<file path="src/rtl/pipe_stage_skid_if.sv">
// pipe_stage_skid_if: upstream/downstream handshake bundle for the skid-buffered pipeline stage
interface pipe_stage_skid_if #(
  parameter int DATA_W    = 128,
  parameter int ROB_IDX_W = 4,
  parameter int CNT_W     = 16
);
  logic                 in_valid;
  logic                 in_ready;
  logic [DATA_W-1:0]    in_data;
  logic [ROB_IDX_W-1:0] in_rob_idx;
  logic                 in_flush;
  logic                 in_stall;
  logic                 out_valid;
  logic                 out_ready;
  logic [DATA_W-1:0]    out_data;
  logic [ROB_IDX_W-1:0] out_rob_idx;
  logic [1:0]           out_occupancy;
  logic [CNT_W-1:0]     out_stall_cnt;
  modport slave (
    input  in_valid, in_data, in_rob_idx, in_flush, in_stall, out_ready,
    output in_ready, out_valid, out_data, out_rob_idx, out_occupancy, out_stall_cnt
  );
  modport master (
    output in_valid, in_data, in_rob_idx, in_flush, in_stall, out_ready,
    input  in_ready, out_valid, out_data, out_rob_idx, out_occupancy, out_stall_cnt
  );
endinterface

</file>
<file path="src/rtl/pipe_stage_skid.sv">
// pipe_stage_skid: valid/ready pipeline register with 2-entry skid, flush, hold and back-pressure counter
module pipe_stage_skid #(
  parameter int DATA_W       = 128,
  parameter int ROB_IDX_W    = 4,
  parameter bit ZERO_PAYLOAD = 1'b1,
  parameter int CNT_W        = 16
) (
  input logic            clk,
  input logic            reset,
  pipe_stage_skid_if.slave bus
);
  typedef enum logic [1:0] {EMPTY, ONE, TWO} state_t;
  state_t               state_q, state_d;
  logic [DATA_W-1:0]    m_data_q, m_data_d, s_data_q, s_data_d;
  logic [ROB_IDX_W-1:0] m_rob_q, m_rob_d, s_rob_q, s_rob_d;
  logic [CNT_W-1:0]     cnt_q, cnt_d;
  logic                 m_valid, s_valid, in_fire, out_fire, clr, m_take_in, m_take_s, s_take_in;
  // in_ready is derived from local state only, never from out_ready
  always_comb begin
    m_valid   = state_q != EMPTY;
    s_valid   = state_q == TWO;
    bus.in_ready      = !s_valid && !bus.in_stall && !bus.in_flush && !reset;
    bus.out_valid     = m_valid && !bus.in_stall && !bus.in_flush;
    bus.out_data      = m_data_q;
    bus.out_rob_idx   = m_rob_q;
    bus.out_occupancy = 2'(m_valid) + 2'(s_valid);
    bus.out_stall_cnt = cnt_q;
    in_fire   = bus.in_valid && bus.in_ready;
    out_fire  = bus.out_valid && bus.out_ready;
    clr       = bus.in_flush && ZERO_PAYLOAD;
    m_take_in = in_fire && (state_q == EMPTY || out_fire);
    s_take_in = in_fire && state_q == ONE && !out_fire;
    m_take_s  = out_fire && state_q == TWO;
    state_d   = bus.in_flush ? EMPTY :
                state_q == EMPTY ? (in_fire ? ONE : EMPTY) :
                state_q == ONE ? (s_take_in ? TWO : (out_fire && !in_fire) ? EMPTY : ONE) :
                (out_fire ? ONE : TWO);
    m_data_d  = clr ? '0 : m_take_in ? bus.in_data : m_take_s ? s_data_q : m_data_q;
    m_rob_d   = clr ? '0 : m_take_in ? bus.in_rob_idx : m_take_s ? s_rob_q : m_rob_q;
    s_data_d  = clr ? '0 : s_take_in ? bus.in_data : s_data_q;
    s_rob_d   = clr ? '0 : s_take_in ? bus.in_rob_idx : s_rob_q;
    cnt_d     = (m_valid && !bus.in_flush && (bus.in_stall || !bus.out_ready) && cnt_q != '1) ?
                cnt_q + CNT_W'(1) : cnt_q;
  end
  // state, payload and counter registers; reset acts immediately
  always_ff @(posedge clk or posedge reset) begin
    if (reset) begin
      state_q  <= EMPTY;
      m_data_q <= '0;
      m_rob_q  <= '0;
      s_data_q <= '0;
      s_rob_q  <= '0;
      cnt_q    <= '0;
    end else begin
      state_q  <= state_d;
      m_data_q <= m_data_d;
      m_rob_q  <= m_rob_d;
      s_data_q <= s_data_d;
      s_rob_q  <= s_rob_d;
      cnt_q    <= cnt_d;
    end
  end
endmodule

</file>
<file path="src/flat_wrapper.sv">
// flat-port wrapper written by rule: the top's interface ports become plain ports
module pipe_stage_skid_flat 
#(
  parameter int DATA_W       = 128,
  parameter int ROB_IDX_W    = 4,
  parameter bit ZERO_PAYLOAD = 1'b1,
  parameter int CNT_W        = 16
)
  (clk, reset, bus_in_valid, bus_in_data, bus_in_rob_idx, bus_in_flush, bus_in_stall, bus_out_ready, bus_in_ready, bus_out_valid, bus_out_data, bus_out_rob_idx, bus_out_occupancy, bus_out_stall_cnt);
  pipe_stage_skid_if #(.DATA_W(DATA_W), .ROB_IDX_W(ROB_IDX_W), .CNT_W(CNT_W)) bus_i ();
  input logic clk;
  input logic reset;
  input wire logic [$bits(bus_i.in_valid)-1:0] bus_in_valid;
  input wire logic [$bits(bus_i.in_data)-1:0] bus_in_data;
  input wire logic [$bits(bus_i.in_rob_idx)-1:0] bus_in_rob_idx;
  input wire logic [$bits(bus_i.in_flush)-1:0] bus_in_flush;
  input wire logic [$bits(bus_i.in_stall)-1:0] bus_in_stall;
  input wire logic [$bits(bus_i.out_ready)-1:0] bus_out_ready;
  output wire logic [$bits(bus_i.in_ready)-1:0] bus_in_ready;
  output wire logic [$bits(bus_i.out_valid)-1:0] bus_out_valid;
  output wire logic [$bits(bus_i.out_data)-1:0] bus_out_data;
  output wire logic [$bits(bus_i.out_rob_idx)-1:0] bus_out_rob_idx;
  output wire logic [$bits(bus_i.out_occupancy)-1:0] bus_out_occupancy;
  output wire logic [$bits(bus_i.out_stall_cnt)-1:0] bus_out_stall_cnt;
  assign bus_i.in_valid = bus_in_valid;
  assign bus_i.in_data = bus_in_data;
  assign bus_i.in_rob_idx = bus_in_rob_idx;
  assign bus_i.in_flush = bus_in_flush;
  assign bus_i.in_stall = bus_in_stall;
  assign bus_i.out_ready = bus_out_ready;
  assign bus_in_ready = bus_i.in_ready;
  assign bus_out_valid = bus_i.out_valid;
  assign bus_out_data = bus_i.out_data;
  assign bus_out_rob_idx = bus_i.out_rob_idx;
  assign bus_out_occupancy = bus_i.out_occupancy;
  assign bus_out_stall_cnt = bus_i.out_stall_cnt;
  pipe_stage_skid #(.DATA_W(DATA_W), .ROB_IDX_W(ROB_IDX_W), .ZERO_PAYLOAD(ZERO_PAYLOAD), .CNT_W(CNT_W)) u_core (.clk(clk), .reset(reset), .bus(bus_i));
endmodule
</file>
<file path="config.mk">
export PLATFORM = sky130hd
export DESIGN_NAME = pipe_stage_skid_flat
export DESIGN_NICKNAME = d
export VERILOG_FILES = /design/src/rtl/pipe_stage_skid_if.sv /design/src/rtl/pipe_stage_skid.sv /design/src/flat_wrapper.sv
export SDC_FILE = /design/constraint.sdc
export NUM_CORES = 1
export LEC_CHECK = 0
export CAP_MARGIN = 10
export CELL_PAD_IN_SITES_DETAIL_PLACEMENT = 1
export CELL_PAD_IN_SITES_GLOBAL_PLACEMENT = 2
export CORE_AREA = 5 5 205 207
export DETAILED_ROUTE_END_ITERATION = 16
export DIE_AREA = 0 0 210 212
export HOLD_SLACK_MARGIN = 0.06
export PLACE_DENSITY_LB_ADDON = 0.1
export SLEW_MARGIN = 0
export SYNTH_ARGS = -nofsm -noshare
export SYNTH_HDL_FRONTEND = slang
export SYNTH_SLANG_ARGS = --single-unit
</file>
<file path="constraint.sdc">
create_clock -name clk -period 12.2 [get_ports clk]
set_input_delay 1.22 -clock clk [delete_from_list [all_inputs] [get_ports clk]]
set_output_delay 1.22 -clock clk [all_outputs]
set_load 0.05 [all_outputs]
</file>
; ---- After elaboration in Yosys (flattened, before gate mapping)
; Cells that the tools add are included.
; W data, S select, Z words.
[totals]
regBits = 282
ram_bits = 0
romBits = 0
latch_bits = 0
memories = 0
elab_cells = 56
out_inout_bits = 152
[classes]
div_mod_pow = 0
shift = 0
n_mul = 0
n_reduce_logical = 28
magnitude_cmp = 0
bitwise = 0
addsub = 2
muxes = 17
n_eq_ne = 3
[ops]
columns = cell, n
row1 = $mux W128, 5
row2 = $mux W4, 5
row3 = $add A16 B1 Y16 const B, 1
row4 = $ne A16 B16 Y1 const B, 1
row5 = $logic_and A1 B1 Y1, 15
row6 = $mux W2, 5
row7 = $logic_not A1 Y1, 7
row8 = $reduce_bool A2 Y1, 2
row9 = $reduce_bool A3 Y1, 1
row10 = $add A1 B1 Y2, 1
row11 = $eq A2 B1 Y1 const B, 1
row12 = $eq A2 B2 Y1 const B, 1
row13 = $logic_not A2 Y1, 1
row14 = $logic_or A1 B1 Y1, 2
row15 = $mux W1, 2

; ---- Longest topological paths before layout
; Gate-level depths: netlist of the first run.
[logic_depth]
ltp_word = 13
ltp_mapped = 8
ltp_nobuf = 5

; ---- Worst setup path after synthesis of the first run
; OpenSTA, ideal clock, no wires.
[synth_path]
path_type = input-to-output
start = in bus_in_flush
end = out bus_in_ready
arrival_ns = 3.272
required_time_ns = 10.980
path_slack_ns = 7.708
path_stages = 4
cell_sequence = buf_2 -> clkbuf_1 -> clkbuf_1 -> nor4_1
[synth_between]
elab_chain_cells = 3
[synth_lines]
columns = element, line
row1 = "start, declared", flat_wrapper.sv:16  ; input wire logic [$bits(bus_i.in_flush)-1:0] bus_in_flush;
row2 = $logic_not A1 Y1, pipe_stage_skid.sv:22  ; bus.in_ready = !s_valid && !bus.in_stall && !bus.in_flush && !reset;
row3 = $logic_and A1 B1 Y1 (2 in a row), pipe_stage_skid.sv:22
row4 = "end, declared", flat_wrapper.sv:19  ; output wire logic [$bits(bus_i.in_ready)-1:0] bus_in_ready;
; Every way passes these cells.

; ---- Worst setup path in the final report of the first run
; Same ends and word-level chain as after synthesis.

==> results of run 1 <==
[sequential cells by signal, summed over array words and instances (netlist names)]
name and cells:
u_core.bus.out_data 128, u_core.bus.out_rob_idx 4, u_core.bus.out_stall_cnt 16, u_core.s_data_q 128
u_core.s_rob_q 4, u_core.state_q 2
[power by group]
group          total (mW)  leakage [nW]  switching, mW  internal, mW
combinational       0.221          2.07          0.133        0.0879
sequential          0.966          3.91         0.0177         0.949
clock                1.02         0.542          0.402         0.619
total                2.21          6.52          0.552          1.66
[per-layer routing]
layer | vias to the layer above | global-route usage (%)
met1 | 4799 | 24.1
met2 | 196 | 27.7
li1 | 4463 | -
met3 | 50 | 4.75
met4 | 8 | 4.82
met5 | - | 0
[how the worst max path moves through the flow]
stage                               to  slack [ps]    startpoint
6_report                  bus_in_ready        7610  bus_in_flush
5_1_grt                   bus_in_ready        7370  bus_in_flush
4_1_cts                   bus_in_ready        7480  bus_in_flush
3_5_place_dp   u_core.bus.out_data[35]        7250         reset
3_3_place_gp   u_core.bus.out_data[32]        7320         reset
2_1_floorplan   u_core.bus.out_data[0]        3200         reset
[critical path, stage by stage]
cell             delay (ps)
buf_4                   550
buf_4                   670
nor4_1                  160
clkdlybuf4s50_1         740
[Yosys cell counts, types with 2 or more instances]
cell type | instances | area, um2
a21oi_1 | 6 | 30.0
a31oi_1 | 3 | 18.8
and3_1 | 2 | 12.5
and4_1 | 2 | 17.5
buf_2 | 20 | 100
buf_4 | 14 | 105
buf_8 | 8 | 120
clkbuf_1 | 39 | 146
clkbuf_2 | 9 | 45.0
dfrtp_1 | 282 | 7060
inv_1 | 4 | 15.0
mux2i_1 | 132 | 1320
nand2_1 | 139 | 522
nand2b_1 | 132 | 826
nand3_1 | 5 | 25.0
nand3b_1 | 2 | 15.0
nand4_1 | 4 | 25.0
nor2_1 | 6 | 22.5
nor2b_1 | 2 | 12.5
nor3_1 | 10 | 50.1
nor4_1 | 7 | 43.8
o21ai_0 | 108 | 541
o21ai_1 | 25 | 125
o2bb2ai_1 | 132 | 1160
or4_1 | 2 | 15.0
xnor2_1 | 2 | 17.5
xor2_1 | 10 | 87.6
[per-stage QoR]
stage | utilization (%) | hold slack (ps) | power, mW | setup WS (ps) | cells
floorplan | - | 505 | 1.10 | 3200 | 1123
global placement | 39.3 | 470 | 1.21 | 7320 | 1865
detailed placement | 39.3 | 473 | 1.21 | 7250 | 1865
CTS | 42.0 | 490 | 2.25 | 7480 | 1919
global route | 42.0 | 498 | 2.31 | 7370 | 1919
finish | 42.0 | 486 | 2.21 | 7610 | 1920
[area by class of cell]
| class | instances | area (um2) | area share [%] |
|---|---|---|---|
| clock inverters | 7 | 87.6 | 0.519 |
| repair buffers | 303 | 3000 | 17.7 |
| flip-flops and latches | 282 | 7060 | 41.8 |
| multi-input cells | 744 | 5040 | 29.9 |
| clock buffers | 47 | 1010 | 6.00 |
| inverters | 4 | 22.5 | 0.133 |
| well taps | 532 | 666 | 3.94 |
| diodes | 1 | 2.50 | 0.0148 |
[logic make-up (layout without fill, tap and decap cells)]
group                    count (synthesis)  in the layout  synth area share, %
other                                    0              1                    0
AO/OA/AOI/OAI                          278            278                 15.1
buffers and inverters                   97            361                 4.48
AND/OR/NAND/NOR                        320            320                 13.2
adder cells (fa/ha/maj)                  1              1               0.0989
multiplexers                           133            133                 10.5
XOR/XNOR                                12             12                0.831
flip-flops                             282            282                 55.8
==> results.md, run 1 <==
- Overall global routing resource usage: between 15 and 20%
- Setup Buffers After CTS: 0
- Buffer levels on the longest clock path: 3
- Initial Util: a little under a third
- Clk sinks: roughly 280
- Outcome: completed
- Routed Antenna Nets: 0
- Reg2reg end: u_core.bus.out_data[60]
- Synth warnings: 0
- Hold Crit Class: reg -> reg
- Highest metal used: met5
- Final weighted congestion in routability-driven placement: between 0.7 and 0.8
- Pwr/cell area: 131 nW/um2
- CTS clk-pin slew, worst paths: ~50 ps
- Drt drc: 0
- Die area: between 40000 and 50000 um2
- Metal3 WL: about 2.3 mm
- Post-CTS sizing: 0
- DR WL/cell: ~20 um
- # IOs: 290
- CTS tree: yes
- Clock skew after layout: between 10 and 15 ps
- RR Startpoint: u_core.state_q[1]
- Hold Path Stages: 1
- Final setup viols: 0
- CP required: ~11000 ps
- WHS Endpoint: u_core.bus.out_data[73]
- Tmin final: approximately 4600 ps
- Final Hold Fails: 0
- Critical path capture point type: output pin
- Worst-path fanout max: 73
- Htree depth: 2
- P_leak: 6.52 nW
- Area Growth Syn to Fin: 33.5%
- Grt ovf: 0
- Worst Setup Start Kind: primary input
- Most frequent cells in the layout: clkdlybuf4s50_1, dfrtp_1, nand2_1
- Pins Over Slew Limit: 0
- WL met1: 18.2 mm
- Largest net degree at the start of global routing: 107
- Hold Startpoint: u_core.bus.out_data[73]
- Metal2 WL: between 15 and 20 mm
- Cts bufs inserted: 35
- Share of cells above drive strength 1: roughly 5.3%
- Port bufs: roughly 290
- Fmax: 218 MHz
- Die Width: roughly 210 um
- Synth cell types: between 40 and 50
- Final Cycle Share: 37.7%
- Mapped Cells: between 1000 and 1500
- # hold bufs at CTS: 0
- Core area: between 40000 and 50000 um2
- CP arrival: 3370 ps
- Top FF cell, synth: dfrtp_1
- Clk Latency, worst-skew pair: approximately 530 ps
- Max-cap violations: 0
- Post-synth EDFFs: 0
- Setup TNS: 0 ps
- Placed Instance Area: roughly 16000 um2
- Initial antenna violation count: 5
- Syn Nets: roughly 1300
- Post-DP HPWL: 24.3 mm
- Worst slew pin tran: roughly 1000 ps
- Cell row count: 74
- Vias: between 9000 and 10000
- Fillers: ~4300
- Flops & latches, synth: roughly 280
- R2r setup slk: between 8000 and 9000 ps
- Headroom to the max-slew limit: 33.8%
- Worst Reg-to-Reg Cells: 6
- Worst VDD drop: about 0.000076 V
- Average vias per placed instance: around 5.0
- Final nets: ~1500
- Detailed Route WL: between 30 and 40 mm
- Post-route cell area: 16900 um2
- Seq/Total Area, Yosys: roughly 56%
- Post-synth ARST share: 100%
- Synthesized area: about 13000 um2
- Total iterations of the first detailed-routing run: 4
- Root Buffer: clkbuf_16
- Syn Area/Cell: about 11 um2
- Vias in the first global route: 10344
- Iter 0 DRT Violations: about 410
- RSZ-0062 raised after global routing: no
- First-pass GRT wire length: 62.3 mm
- Commonest non-fill, non-tap cell in the layout: clkdlybuf4s50_1
- Die Ht: around 210 um
- Crit path kind: in -> out
Note: power is estimated with default switching activity, not from simulation.
==> run 2, diff against run 1 <==
==> constraint.sdc (replaced) <==
create_clock -name clk -period 4.57 [get_ports clk]
set_input_delay 0.457 -clock clk [delete_from_list [all_inputs] [get_ports clk]]
set_output_delay 0.457 -clock clk [all_outputs]
set_load 0.05 [all_outputs]
==> results.md, run 2 (synthesized netlist as in run 1, its figures left out) <==
- Area Growth Syn to Fin: 34.6% (was 33.5%)
- P_leak: 6.56 nW (was 6.52 nW)
- Vias in the first global route: 10374 (was 10344)
- Pins Over Slew Limit: 0 (unchanged)
- Routed Antenna Nets: 0 (unchanged)
- Initial Util: 31.5% (unchanged)
- Worst VDD drop: 0.000280 V (was 0.0000762 V)
- Setup TNS: 0 ps (unchanged)
- Total iterations of the first detailed-routing run: 4 (unchanged)
- Detailed Route WL: 38.7 mm (was 39.3 mm)
- Buffer levels on the longest clock path: 3 (unchanged)
- Tmin final: between 2000 and 3000 ps
- Cell row count: 74 (unchanged)
- Fmax: 366 MHz
- Worst Setup Start Kind: register (was primary input)
- Headroom to the max-slew limit: 37.7% (was 33.8%)
- Clk sinks: 282 (unchanged)
- Post-route cell area: 17000 um2 (was 16900 um2)
- Post-DP HPWL: 24.0 mm (was 24.3 mm)
- Most frequent cells in the layout: clkdlybuf4s50_1, dfrtp_1, nand2_1 (unchanged)
- CTS tree: yes (unchanged)
- Post-CTS sizing: 0 (unchanged)
- Clock skew after layout: 11.8 ps (was 10.1 ps)
- Overall global routing resource usage: 17.1% (was 17.6%)
- Htree depth: 2 (unchanged)
- Iter 0 DRT Violations: 405 (was 407)
- Worst Reg-to-Reg Cells: 5 (was 6)
- DR WL/cell: 20.0 um (was 20.5 um)
- Die Width: 210 um (unchanged)
- Post-route insts no fill: 1932 (was 1920)
- Clk Latency, worst-skew pair: 530 ps (about the same)
- Final nets: 1511 (was 1509)
- Setup Buffers After CTS: 0 (unchanged)
- # hold bufs at CTS: 0 (unchanged)
- Vias: 9511 (was 9516)
- CTS clk-pin slew, worst paths: 60 ps (was 50 ps)
- Die Ht: 212 um (unchanged)
- Average vias per placed instance: 4.92 (was 4.96)
- Worst-path fanout max: 11 (was 73)
- Cts bufs inserted: 36 (was 35)
- Final weighted congestion in routability-driven placement: 0.748 (was 0.728)
- CP required: 4110 ps (was 10980 ps)
- Worst slew pin tran: 932 ps (was 993 ps)
- Final Cycle Share: approximately three fifths
- Final Hold Fails: 0 (unchanged)
- Initial antenna violation count: 10 (was 5)
- Share of cells above drive strength 1: 5.30% (was 5.26%)
- Crit path kind: reg -> out (was in -> out)
- Placed Instance Area: 15900 um2 (was 15800 um2)
- Final setup viols: 0 (unchanged)
- First-pass GRT wire length: 61.0 mm (was 62.3 mm)
- Grt ovf: 0 (unchanged)
- Root Buffer: clkbuf_16 (unchanged)
- Outcome: completed (unchanged)
- Critical path capture point type: output pin (unchanged)
- Pwr/cell area: 345 nW/um2 (was 131 nW/um2)
- Placed cell count: 1866 (was 1865)
- RSZ-0062 raised after global routing: no (unchanged)
- CP arrival: 2280 ps (was 3370 ps)
- Largest net degree at the start of global routing: 118 (was 107)
- Port bufs: 289 (unchanged)
- Drt drc: 0 (unchanged)
- Hold Crit Class: reg -> reg (unchanged)
- Core area: 40200 um2 (unchanged)
- Hold Path Stages: 1 (unchanged)
- Die area: 44500 um2 (unchanged)
- Commonest non-fill, non-tap cell in the layout: clkdlybuf4s50_1 (unchanged)
- # IOs: 290 (unchanged)
- Max-cap violations: 0 (unchanged)
## run 2: worst paths after layout
check,endpoint,startpoint,slack [ps]
setup / recovery,bus_out_valid,u_core.state_q[0],1840
hold / removal,u_core.bus.out_data[90],u_core.bus.out_data[90],490
setup reg to reg,u_core.bus.out_data[35],u_core.state_q[0],2050
hold reg to reg,u_core.bus.out_data[90],u_core.bus.out_data[90],490
max in group asynchronous,u_core.bus.out_data[37],reset,3010
min in group asynchronous,u_core.state_q[0],reset,610
## run 2: critical path, cell delays in order, from the launching register on
cell,delay [ps]
dfrtp_1,530
nor2_1,170
nor3_1,210
clkdlybuf4s50_1,840
## run 2: where the power goes
group / total [mW] / switching [mW] / internal (mW) / leakage [nW]
logic: 0.590 / 0.348 / 0.242 / 2.10
clock network: 2.70 / 1.07 / 1.63 / 0.548
registers: 2.58 / 0.0486 / 2.53 / 3.91
## run 2: area by class of cell
| class | count | area (um2) |
|---|---|---|
| diodes | 4 | 10.0 |
| clock buffers | 59 | 1100 |
| clock inverters | 3 | 18.8 |
| fillers | 4344 | 23200 |
| inverters | 4 | 18.8 |
| multi-input cells | 744 | 5040 |
| flip-flops and latches | 282 | 7060 |
| well taps | 532 | 666 |
| repair buffers | 304 | 3120 |
## run 2: stage by stage
step	total power [mW]	hold slack [ps]	util [%]	setup slack [ps]
after global placement	3.23	471	39.6	1570
after CTS	6.01	463	42.3	1760
after floorplan	2.93	505	-	378
after global routing	6.13	495	42.4	1700
after detailed placement	3.23	473	39.6	1540
final	5.87	485	42.4	1840
## run 2: layer usage
layer	up-vias	track usage [%]	routed length (um)
met5	-	0	82
met4	12	5.63	931
met3	65	4.53	2110
met2	204	26.0	17300
met1	4766	23.8	18400
li1	4464	-	-
